## src/rtl/apb_pkg.sv

```systemverilog
// Shared APB definitions: requester FSM states, default timeout, response-error encoding.
package apb_pkg;

    typedef enum logic [1:0] {
        IDLE   = 2'd0,
        SETUP  = 2'd1,
        ACCESS = 2'd2,
        RESP   = 2'd3
    } apb_state_e;

    localparam int TIMEOUT_CYC_DEF = 16;

    // Error flag carried back on the response channel.
    typedef enum logic {
        APB_RSP_OK  = 1'b0,
        APB_RSP_ERR = 1'b1
    } apb_rsp_err_e;

endpackage

```

## src/rtl/apb_master_bridge_if.sv

```systemverilog
// Command/response channels plus the APB bus of the bridge.
// valid/ready: a beat transfers on a rising pclk edge where valid and ready are both high;
// the source holds valid and its payload stable until that edge.
interface apb_master_bridge_if #(
    parameter int DATA_WIDTH = 32,
    parameter int ADDR_WIDTH = 10,
    parameter int SLV_NUM    = 3,
    parameter int SEL_WIDTH  = 2
);
    logic                  cmd_valid;
    logic                  cmd_ready;
    logic                  cmd_write;
    logic [SEL_WIDTH-1:0]  cmd_slv;
    logic [ADDR_WIDTH-1:0] cmd_addr;
    logic [DATA_WIDTH-1:0] cmd_wdata;
    logic                  rsp_valid;
    logic                  rsp_ready;
    logic [DATA_WIDTH-1:0] rsp_rdata;
    logic                  rsp_err;
    logic [SLV_NUM-1:0]    psel;
    logic                  penable;
    logic                  pwrite;
    logic [ADDR_WIDTH-1:0] paddr;
    logic [DATA_WIDTH-1:0] pwdata;
    logic                  pready;
    logic [DATA_WIDTH-1:0] prdata;

    modport master (
        input  cmd_valid, cmd_write, cmd_slv, cmd_addr, cmd_wdata, rsp_ready, pready, prdata,
        output cmd_ready, rsp_valid, rsp_rdata, rsp_err, psel, penable, pwrite, paddr, pwdata
    );

    modport slave (
        output cmd_valid, cmd_write, cmd_slv, cmd_addr, cmd_wdata, rsp_ready, pready, prdata,
        input  cmd_ready, rsp_valid, rsp_rdata, rsp_err, psel, penable, pwrite, paddr, pwdata
    );
endinterface

```

## src/rtl/apb_wait_timer.sv

```systemverilog
// Counts ACCESS cycles; o_timeout flags the last cycle a transfer may wait for pready.
module apb_wait_timer
    import apb_pkg::*;
#(
    parameter int TIMEOUT_CYC = TIMEOUT_CYC_DEF
) (
    input  logic pclk,
    input  logic rst_b,
    input  logic i_clear,
    input  logic i_en,
    output logic o_timeout
);
    localparam int CW = $clog2(TIMEOUT_CYC);
    localparam logic [CW-1:0] LAST = CW'(TIMEOUT_CYC - 1);

    logic [CW-1:0] r_cnt;

    always_ff @(posedge pclk or negedge rst_b) begin
        if (!rst_b) begin
            r_cnt <= '0;
        end else if (i_clear) begin
            r_cnt <= '0;
        end else if (i_en && !o_timeout) begin
            r_cnt <= r_cnt + CW'(1);
        end
    end

    assign o_timeout = (r_cnt == LAST);
endmodule

```

## src/rtl/apb_master_bridge.sv

```systemverilog
// APB requester: one SETUP/ACCESS transfer per accepted command, result on the response channel.
module apb_master_bridge
    import apb_pkg::*;
#(
    parameter int DATA_WIDTH  = 32,
    parameter int ADDR_WIDTH  = 10,
    parameter int SLV_NUM     = 3,
    parameter int SEL_WIDTH   = 2,
    parameter int TIMEOUT_CYC = TIMEOUT_CYC_DEF
) (
    input  logic              pclk,
    input  logic              rst_b,
    apb_master_bridge_if.master bus,
    output apb_state_e        o_dbg_state
);
    apb_state_e            r_state;
    apb_state_e            w_next;
    logic [SEL_WIDTH-1:0]  r_slv;
    logic                  r_pwrite;
    logic [ADDR_WIDTH-1:0] r_paddr;
    logic [DATA_WIDTH-1:0] r_pwdata;
    logic [DATA_WIDTH-1:0] r_rdata;
    logic                  r_err;
    logic                  w_slv_ok;
    logic                  w_timeout;
    logic [SLV_NUM-1:0]    w_psel;

    // Extra bit keeps the compare correct when SLV_NUM == 2**SEL_WIDTH.
    assign w_slv_ok = ({1'b0, bus.cmd_slv} < (SEL_WIDTH + 1)'(SLV_NUM));

    apb_wait_timer #(
        .TIMEOUT_CYC (TIMEOUT_CYC)
    ) u_wait_timer (
        .pclk      (pclk),
        .rst_b     (rst_b),
        .i_clear   (r_state != ACCESS),
        .i_en      (r_state == ACCESS),
        .o_timeout (w_timeout)
    );

    always_ff @(posedge pclk or negedge rst_b) begin
        if (!rst_b) begin
            r_state <= IDLE;
        end else begin
            r_state <= w_next;
        end
    end

    always_comb begin
        w_next = r_state;
        case (r_state)
            IDLE:    if (bus.cmd_valid) w_next = w_slv_ok ? SETUP : RESP;
            SETUP:   w_next = ACCESS;
            ACCESS:  if (bus.pready || w_timeout) w_next = RESP;
            RESP:    if (bus.rsp_ready) w_next = IDLE;
            default: w_next = IDLE;
        endcase
    end

    // Bus-side fields load only for a valid slave so paddr/pwrite/pwdata keep the last real transfer.
    always_ff @(posedge pclk or negedge rst_b) begin
        if (!rst_b) begin
            r_slv    <= '0;
            r_pwrite <= 1'b0;
            r_paddr  <= '0;
            r_pwdata <= '0;
        end else if (r_state == IDLE && bus.cmd_valid && w_slv_ok) begin
            r_slv    <= bus.cmd_slv;
            r_pwrite <= bus.cmd_write;
            r_paddr  <= bus.cmd_addr;
            r_pwdata <= bus.cmd_wdata;
        end
    end

    always_ff @(posedge pclk or negedge rst_b) begin
        if (!rst_b) begin
            r_rdata <= '0;
            r_err   <= APB_RSP_OK;
        end else begin
            case (r_state)
                IDLE: begin
                    if (bus.cmd_valid && !w_slv_ok) begin
                        r_rdata <= '0;
                        r_err   <= APB_RSP_ERR;
                    end
                end
                ACCESS: begin
                    if (bus.pready) begin
                        r_rdata <= r_pwrite ? '0 : bus.prdata;
                        r_err   <= APB_RSP_OK;
                    end else if (w_timeout) begin
                        r_rdata <= '0;
                        r_err   <= APB_RSP_ERR;
                    end
                end
                default: ;
            endcase
        end
    end

    assign w_psel = (r_state == SETUP || r_state == ACCESS) ? (SLV_NUM'(1) << r_slv) : '0;

    assign bus.cmd_ready = (r_state == IDLE);
    assign bus.rsp_valid = (r_state == RESP);
    assign bus.rsp_rdata = r_rdata;
    assign bus.rsp_err   = r_err;
    assign bus.psel      = w_psel;
    assign bus.penable   = (r_state == ACCESS);
    assign bus.pwrite    = r_pwrite;
    assign bus.paddr     = r_paddr;
    assign bus.pwdata    = r_pwdata;
    assign o_dbg_state   = r_state;
endmodule

```

## src/flat_wrapper.sv

```systemverilog
// flat-port wrapper written by rule: the top's interface ports become plain ports
module apb_master_bridge_flat import apb_pkg::*;
#(
    parameter int DATA_WIDTH  = 32,
    parameter int ADDR_WIDTH  = 10,
    parameter int SLV_NUM     = 3,
    parameter int SEL_WIDTH   = 2,
    parameter int TIMEOUT_CYC = TIMEOUT_CYC_DEF
)
  (pclk, rst_b, o_dbg_state, bus_cmd_valid, bus_cmd_write, bus_cmd_slv, bus_cmd_addr, bus_cmd_wdata, bus_rsp_ready, bus_pready, bus_prdata, bus_cmd_ready, bus_rsp_valid, bus_rsp_rdata, bus_rsp_err, bus_psel, bus_penable, bus_pwrite, bus_paddr, bus_pwdata);
  apb_master_bridge_if #(.DATA_WIDTH(DATA_WIDTH), .ADDR_WIDTH(ADDR_WIDTH), .SLV_NUM(SLV_NUM), .SEL_WIDTH(SEL_WIDTH)) bus_i ();
  input  logic pclk;
  input  logic rst_b;
  output apb_state_e o_dbg_state;
  input wire logic [$bits(bus_i.cmd_valid)-1:0] bus_cmd_valid;
  input wire logic [$bits(bus_i.cmd_write)-1:0] bus_cmd_write;
  input wire logic [$bits(bus_i.cmd_slv)-1:0] bus_cmd_slv;
  input wire logic [$bits(bus_i.cmd_addr)-1:0] bus_cmd_addr;
  input wire logic [$bits(bus_i.cmd_wdata)-1:0] bus_cmd_wdata;
  input wire logic [$bits(bus_i.rsp_ready)-1:0] bus_rsp_ready;
  input wire logic [$bits(bus_i.pready)-1:0] bus_pready;
  input wire logic [$bits(bus_i.prdata)-1:0] bus_prdata;
  output wire logic [$bits(bus_i.cmd_ready)-1:0] bus_cmd_ready;
  output wire logic [$bits(bus_i.rsp_valid)-1:0] bus_rsp_valid;
  output wire logic [$bits(bus_i.rsp_rdata)-1:0] bus_rsp_rdata;
  output wire logic [$bits(bus_i.rsp_err)-1:0] bus_rsp_err;
  output wire logic [$bits(bus_i.psel)-1:0] bus_psel;
  output wire logic [$bits(bus_i.penable)-1:0] bus_penable;
  output wire logic [$bits(bus_i.pwrite)-1:0] bus_pwrite;
  output wire logic [$bits(bus_i.paddr)-1:0] bus_paddr;
  output wire logic [$bits(bus_i.pwdata)-1:0] bus_pwdata;
  assign bus_i.cmd_valid = bus_cmd_valid;
  assign bus_i.cmd_write = bus_cmd_write;
  assign bus_i.cmd_slv = bus_cmd_slv;
  assign bus_i.cmd_addr = bus_cmd_addr;
  assign bus_i.cmd_wdata = bus_cmd_wdata;
  assign bus_i.rsp_ready = bus_rsp_ready;
  assign bus_i.pready = bus_pready;
  assign bus_i.prdata = bus_prdata;
  assign bus_cmd_ready = bus_i.cmd_ready;
  assign bus_rsp_valid = bus_i.rsp_valid;
  assign bus_rsp_rdata = bus_i.rsp_rdata;
  assign bus_rsp_err = bus_i.rsp_err;
  assign bus_psel = bus_i.psel;
  assign bus_penable = bus_i.penable;
  assign bus_pwrite = bus_i.pwrite;
  assign bus_paddr = bus_i.paddr;
  assign bus_pwdata = bus_i.pwdata;
  apb_master_bridge #(.DATA_WIDTH(DATA_WIDTH), .ADDR_WIDTH(ADDR_WIDTH), .SLV_NUM(SLV_NUM), .SEL_WIDTH(SEL_WIDTH), .TIMEOUT_CYC(TIMEOUT_CYC)) u_core (.pclk(pclk), .rst_b(rst_b), .bus(bus_i), .o_dbg_state(o_dbg_state));
endmodule
```

## config.mk

```make
export PLATFORM = sky130hd
export DESIGN_NAME = apb_master_bridge_flat
export DESIGN_NICKNAME = d
export VERILOG_FILES = /design/src/rtl/apb_pkg.sv /design/src/rtl/apb_master_bridge_if.sv /design/src/rtl/apb_wait_timer.sv /design/src/rtl/apb_master_bridge.sv /design/src/flat_wrapper.sv
export SDC_FILE = /design/constraint.sdc
export NUM_CORES = 1
export LEC_CHECK = 0
export CORE_ASPECT_RATIO = 0.8
export CORE_MARGIN = 10
export CORE_UTILIZATION = 40
export CTS_CLUSTER_SIZE = 24
export DETAILED_ROUTE_END_ITERATION = 12
export HOLD_SLACK_MARGIN = 0.06
export PLACE_DENSITY = 0.82
export SLEW_MARGIN = 20
export SYNTH_ARGS = -nofsm -noshare
export SYNTH_HDL_FRONTEND = slang
export SYNTH_SLANG_ARGS = --single-unit
```

## constraint.sdc

```tcl
create_clock -name pclk -period 2.57 [get_ports pclk]
set_input_delay 0.514 -clock pclk [delete_from_list [all_inputs] [get_ports pclk]]
set_output_delay 0.514 -clock pclk [all_outputs]
set_load 0.05 [all_outputs]
```

==> results of run 1 <==
-- power breakdown --
part           switching [uW]  total [uW]  internal (uW)
registers                 309        2170           1860
clock network             474         853            380
logic                    2900        4540           1650
-- layer usage --
| metal | up-vias | GRT usage, % | share of wire, % |
|---|---|---|---|
| met3 | 10 | 6.57 | 9.0 |
| met1 | 1262 | 16.5 | 40 |
| met4 | 0 | 3.45 | 0.84 |
| met2 | 96 | 25.1 | 50 |
| met5 | - | 0 | 0 |
| li1 | 1254 | - | - |
-- how the worst min path moves through the flow --
stage / start / to
after floorplan: rst_b / u_core.bus.paddr[0]
final: rst_b / u_core.bus.pwdata[17]
after CTS: rst_b / u_core.bus.pwdata[17]
after global placement: u_core.bus.pwdata[29] / u_core.bus.pwdata[29]
after detailed placement: u_core.bus.pwdata[5] / u_core.bus.pwdata[5]
after global routing: rst_b / u_core.bus.pwdata[17]
-- synthesized netlist by cell type, types with 2 or more instances --
library cell and instances:
ha_1 4, nor2_1 4, mux2_2 34, mux2i_1 34
buf_2 3, nand2_1 35, mux2_1 12, nor3_1 2
buf_4 4, buf_6 3, nand3b_1 2, o21ai_0 2
inv_1 39, dfrtp_1 84, nand3_1 2
-- critical path: cells and delay by family, from the launching register on --
family,cells,cell delay (ps)
adder cells (fa/ha/maj),1,200
buffers and inverters,1,830
flip-flops,1,440
-- logic make-up (layout without fill, tap and decap cells) --
family / Yosys count / count (layout) / share of synthesized area (%)
AOI/OAI and AO/OA: 8 / 8 / 2.21
adders and majority gates: 4 / 4 / 1.40
muxes: 80 / 80 / 24.0
xor gates and xnor gates: 1 / 1 / 0.245
and+or+nand+nor: 52 / 52 / 6.87
buffers and inverters: 50 / 224 / 6.41
DFF: 84 / 84 / 58.8
-- layout by cell type (no fill, tap or decap), drive strengths merged --
cell type	n
and3	1
nor3	2
nand3	3
nand2	35
a222oi	1
xnor2	1
nand3b	2
clkinvlp	2
clkinv	3
clkbuf	11
mux2i	34
nor3b	1
a31oi	1
buf	10
a21o	1
nand4	1
and3b	1
and2b	1
inv	39
nor2	4
a22oi	1
ha	4
clkdlybuf4s50	159
o21ai	2
mux2	46
a211oi	1
a21oi	1
dfrtp	84
nand2b	1
-- layout make-up --
type | count | area (um^2)
Clock inverter | 5 | 37.5
Clock buffer | 11 | 141
Multi-Input combinational cell | 145 | 1250
Timing Repair Buffer | 169 | 1700
Sequential cell | 84 | 2100
Fill cell | 696 | 3070
Inverter | 39 | 146
Tap cell | 112 | 140
-- sequential cells by signal (all words and copies together), names as in the netlist --
name and count:
u_core.bus.rsp_err 1, u_core.bus.rsp_rdata 32, u_core.bus.pwdata 32, u_core.r_slv 2, u_core.u_wait_timer.r_cnt 4, u_core.o_dbg_state 2, u_core.bus.paddr 10, u_core.bus.pwrite 1
-- per-stage QoR --
stage	utilization [%]	cells
finish	64.3	565
detailed placement	62.2	549
floorplan	-	279
global route	64.3	565
CTS	64.3	565
global placement	62.2	549
==> reports/metrics.yaml, run 1 <==
route.detailed.drc: 0
crit_path_max_fanout: 5
async_flop_share_pct: 100
slowest_stage: "clkdlybuf4s50_1"
drive_gt1_share_pct: 14.6
ys_top_cells_by_area: "dfrtp_1 59%, mux2_2 11%, mux2i_1 9.5%"
hold_ws_ps: 101
globalplace.congestion: 0.724
place_ws_ps: 400
dieArea_mm2: 0.0131
ant_nets: 0
yosys.area.top_type: "dfrtp_1"
antenna_found_initial: 0
n_antenna_cell: 0
hold_viol: 0
slew_headroom_pct: 60.4
hpwl_um: 7490
period_needed_ps: 2330
gr-total-overflow: 0
finalCritPeriodShare_pct: 90.8
fmax_mhz: 428
die_y_um: 105
placed_area_mm2: 0.00534
r2r_end: "u_core.o_dbg_state[1]"
synth-edff-count: 0
arrival_ps: 1820
fin_area_mm2: 0.00552
port_buffers: 165
reg2reg_from: "u_core.o_dbg_state[0]"
reg2reg_setup_slack_ps: 610
vias: 2622
chipWidth_um: 126
synth.distinct_cells: 30
synth_area_per_cell_um2: 12.8
io_pins: 166
tightest_slew_ps: 594
yosysSeqAreaShare_pct: 58.8
total_power_uw: 7570
fin_nets: 534
rsz0062_at_grt: "no"
yosys_register_bits: 84
r2r_cells: 5
required_ps: 2060
critical_path.cell_chain: "ha_1 > clkdlybuf4s50_1"
synth_top_cell_area_share_pct: 58.8
clk_path_buf_depth: 2
hp-class: "in2async"
cts_buffers: 9
grt_pass1_vias: 2992
drv_slew: 0
power_density_mw_per_mm2: 1370
drt-pass1-iter-count: 4
cp-end-kind: "output port"
maxCapViolCount: 0
rows: 30
via_per_inst: 4.64
grtUsageTotal_pct: 14.7
syn_inst: 279
grt_max_degree: 52
crit_start: "u_core.o_dbg_state[1]"
grt_pass1_wl_um: 16000
cts_setup_buffers: 0
routedWlPerCell_um: 17.2
tritoncts: "built"
cpPeakStageDelay_ps: 830
cts_hold_repair.buffers: 0
setup_violations: 0
ctsHtreeMaxLevel: 3
cts-resized-gates: 0
crit_end: "bus_rsp_valid"
clkLatencyLatePin_ps: 340
ys.flop_type: "dfrtp_1"
path_clk_slew_ps: 80
yosysWarnings: 0
syn_nets: 365
core_mm2: 0.00860
worstSetupPathType: "reg2out"
layout_setup_ws_ps: 236
syn_to_final_growth_pct: 54.6
cts_sinks: 84
status: "complete, no violations"
ir_drop_uv: 779
leakagePower_uw: 0.00228
root_buffer: "clkbuf_8"
crit_path_start_kind: "flip-flop"
start_util_pct: 41.6
setup_tns_ps: 0
wl_um: 9720
finClkSkew_ps: 5.28
syn_area_mm2: 0.00357
drtIter0Drc: 105
Note: power is estimated with default switching activity, not from simulation.
==> inputs of run 2 (changes only) <==
--- a/config.mk
+++ b/config.mk
@@ -7,11 +7,11 @@
 export LEC_CHECK = 0
 export CORE_ASPECT_RATIO = 0.8
 export CORE_MARGIN = 10
-export CORE_UTILIZATION = 40
+export CORE_UTILIZATION = 36
 export CTS_CLUSTER_SIZE = 24
 export DETAILED_ROUTE_END_ITERATION = 12
 export HOLD_SLACK_MARGIN = 0.06
-export PLACE_DENSITY = 0.82
+export PLACE_DENSITY = 0.76
 export SLEW_MARGIN = 20
 export SYNTH_ARGS = -nofsm -noshare
 export SYNTH_HDL_FRONTEND = slang
==> reports/metrics.yaml, run 2 (synthesis gave the netlist of run 1 again) <==
root_buffer: "clkbuf_16"  # was clkbuf_8
setup_tns_ps: 0  # unchanged
tritoncts: "built"  # unchanged
rsz0062_at_grt: "no"  # unchanged
finalNonFillerCells: 588  # was 565
start_util_pct: 37.0  # was 41.6%
grtUsageTotal_pct: 13.5  # was 14.7%
seq_area_mm2: 0.00210  # unchanged
dp.cells: 572  # was 549
io_pins: 166  # unchanged
finClkSkew_ps: 4.87  # was 5.28 ps
hold_ws_ps: 183  # was 101 ps
cts_hold_repair.buffers: 0  # unchanged
slew_headroom_pct: 58.3  # was 60.4%
clkLatencyLatePin_ps: 330  # was 340 ps
antenna_found_initial: 0  # unchanged
reg2reg_from: "u_core.o_dbg_state[0]"  # unchanged
drive_gt1_share_pct: 14.2  # was 14.6%
globalplace.congestion: 0.705  # was 0.724
final_common_cell: "clkdlybuf4s50_1"  # unchanged
wl_um: 9680  # was 9720 um
setup_violations: 0  # unchanged
hold_viol: 0  # unchanged
finalCritPeriodShare_pct: 88.3  # was 90.8%
status: "complete, no violations"  # unchanged
arrival_ps: 1760  # was 1820 ps
grt_max_degree: 48  # was 52
crit_path_start_kind: "flip-flop"  # unchanged
cts_sinks: 84  # unchanged
crit_start: "u_core.o_dbg_state[1]"  # unchanged
grt_pass1_vias: 2890  # was 2,992
gr-total-overflow: 0  # unchanged
maxCapViolCount: 0  # unchanged
reg2reg_setup_slack_ps: 650  # was 610 ps
ir_drop_uv: 917  # was 779 uV
fillers: 790  # was 696
cts_buffers: 9  # unchanged
path_clk_slew_ps: 60  # was 80 ps
vias: 2637  # was 2,622
drv_slew: 0  # unchanged
dieArea_mm2: 0.0143  # was 0.0131 mm^2
via_per_inst: 4.48  # was 4.64
leakagePower_uw: 0.00237  # was 0.00228 uW
power_density_mw_per_mm2: 1430  # was 1370 mW/mm^2
route.detailed.drc: 0  # unchanged
required_ps: 2060  # about the same
clk_path_buf_depth: 2  # unchanged
fmax_mhz: 440  # was 428 MHz
hpwl_um: 7460  # was 7490 um
die_y_um: 109  # was 105 um
hp-class: "in2async"  # unchanged
grt_pass1_wl_um: 15500  # was 16,000 um
port_buffers: 165  # unchanged
final_cell_mix: "159 x clkdlybuf4s50_1, 84 x dfrtp_1, 39 x inv_1"  # unchanged
period_needed_ps: 2270  # was 2330 ps
core_mm2: 0.00965  # was 0.00860 mm^2
ctsHtreeMaxLevel: 3  # unchanged
rows: 32  # was 30
fin_nets: 533  # was 534
chipWidth_um: 131  # was 126 um
ant_nets: 0  # unchanged
multi_input_area_mm2: 0.00125  # unchanged
tightest_slew_ps: 625  # was 594 ps
routedWlPerCell_um: 16.5  # was 17.2 um
syn_to_final_growth_pct: 60.2  # was 54.6%
n_antenna_cell: 0  # unchanged
cp-end-kind: "output port"  # unchanged
drt-pass1-iter-count: 6  # was 4
drtIter0Drc: 75  # was 105
crit_path_max_fanout: 5  # unchanged
worstSetupPathType: "reg2out"  # unchanged
run 2: cell count changes in the layout (fill, tap and decap cells not counted), sizes merged:
cell	before	now
clkbuf	11	12
clkinv	3	1
dlymetal6s2s	0	1
bufinv	0	3
buf	10	8
clkinvlp	2	0
run 2: final cells by class:
type	count	area share (%)
flip-flops and latches	84	36.7
inverters	39	2.56
clock buffers	12	4.48
repair buffers	168	29.7
clock inverters	4	1.66
multi-input cells	145	21.9
well taps	136	2.97
run 2: worst max-delay path: stages, from the launching register on:
cell and delay (ps):
dfrtp_1 400, ha_1 190, clkdlybuf4s50_1 830
run 2: what timing repair did:
action                     CTS  global route
buffers inserted             0             0
setup endpoints to repair    0             1
gates resized for setup      0             1
run 2: routing by layer:
metal / routed length (um) / track usage, %
met5: 0 / 0
met4: 110 / 4.75
met3: 855 / 6.25
met2: 4850 / 22.6
met1: 3870 / 15.1
run 2: report_power, final:
part	internal, uW	switching (uW)
Combinational	1640	2890
Clock	1000	499
Sequential	1860	298
Total	4510	3680
run 2: stage by stage:
stage	util, %	total power [uW]	instance area [um^2]	worst slack [ps]
finish	59.3	8190	5720	299
global route	59.3	8600	5720	194
CTS	59.3	8320	5720	21.7
detailed placement	55.6	6780	5370	401
global placement	55.6	6680	5370	443
floorplan	-	5200	3580	160
run 2: final timing paths:
path / cells past startpoint / end
setup / recovery: 2 / bus_rsp_valid
hold / removal: 1 / u_core.bus.pwdata[29]
setup reg to reg: 5 / u_core.o_dbg_state[1]
hold reg to reg: 1 / u_core.bus.pwdata[11]
max in group asynchronous: 2 / u_core.bus.pwdata[5]
min in group pclk: 1 / u_core.bus.pwdata[11]
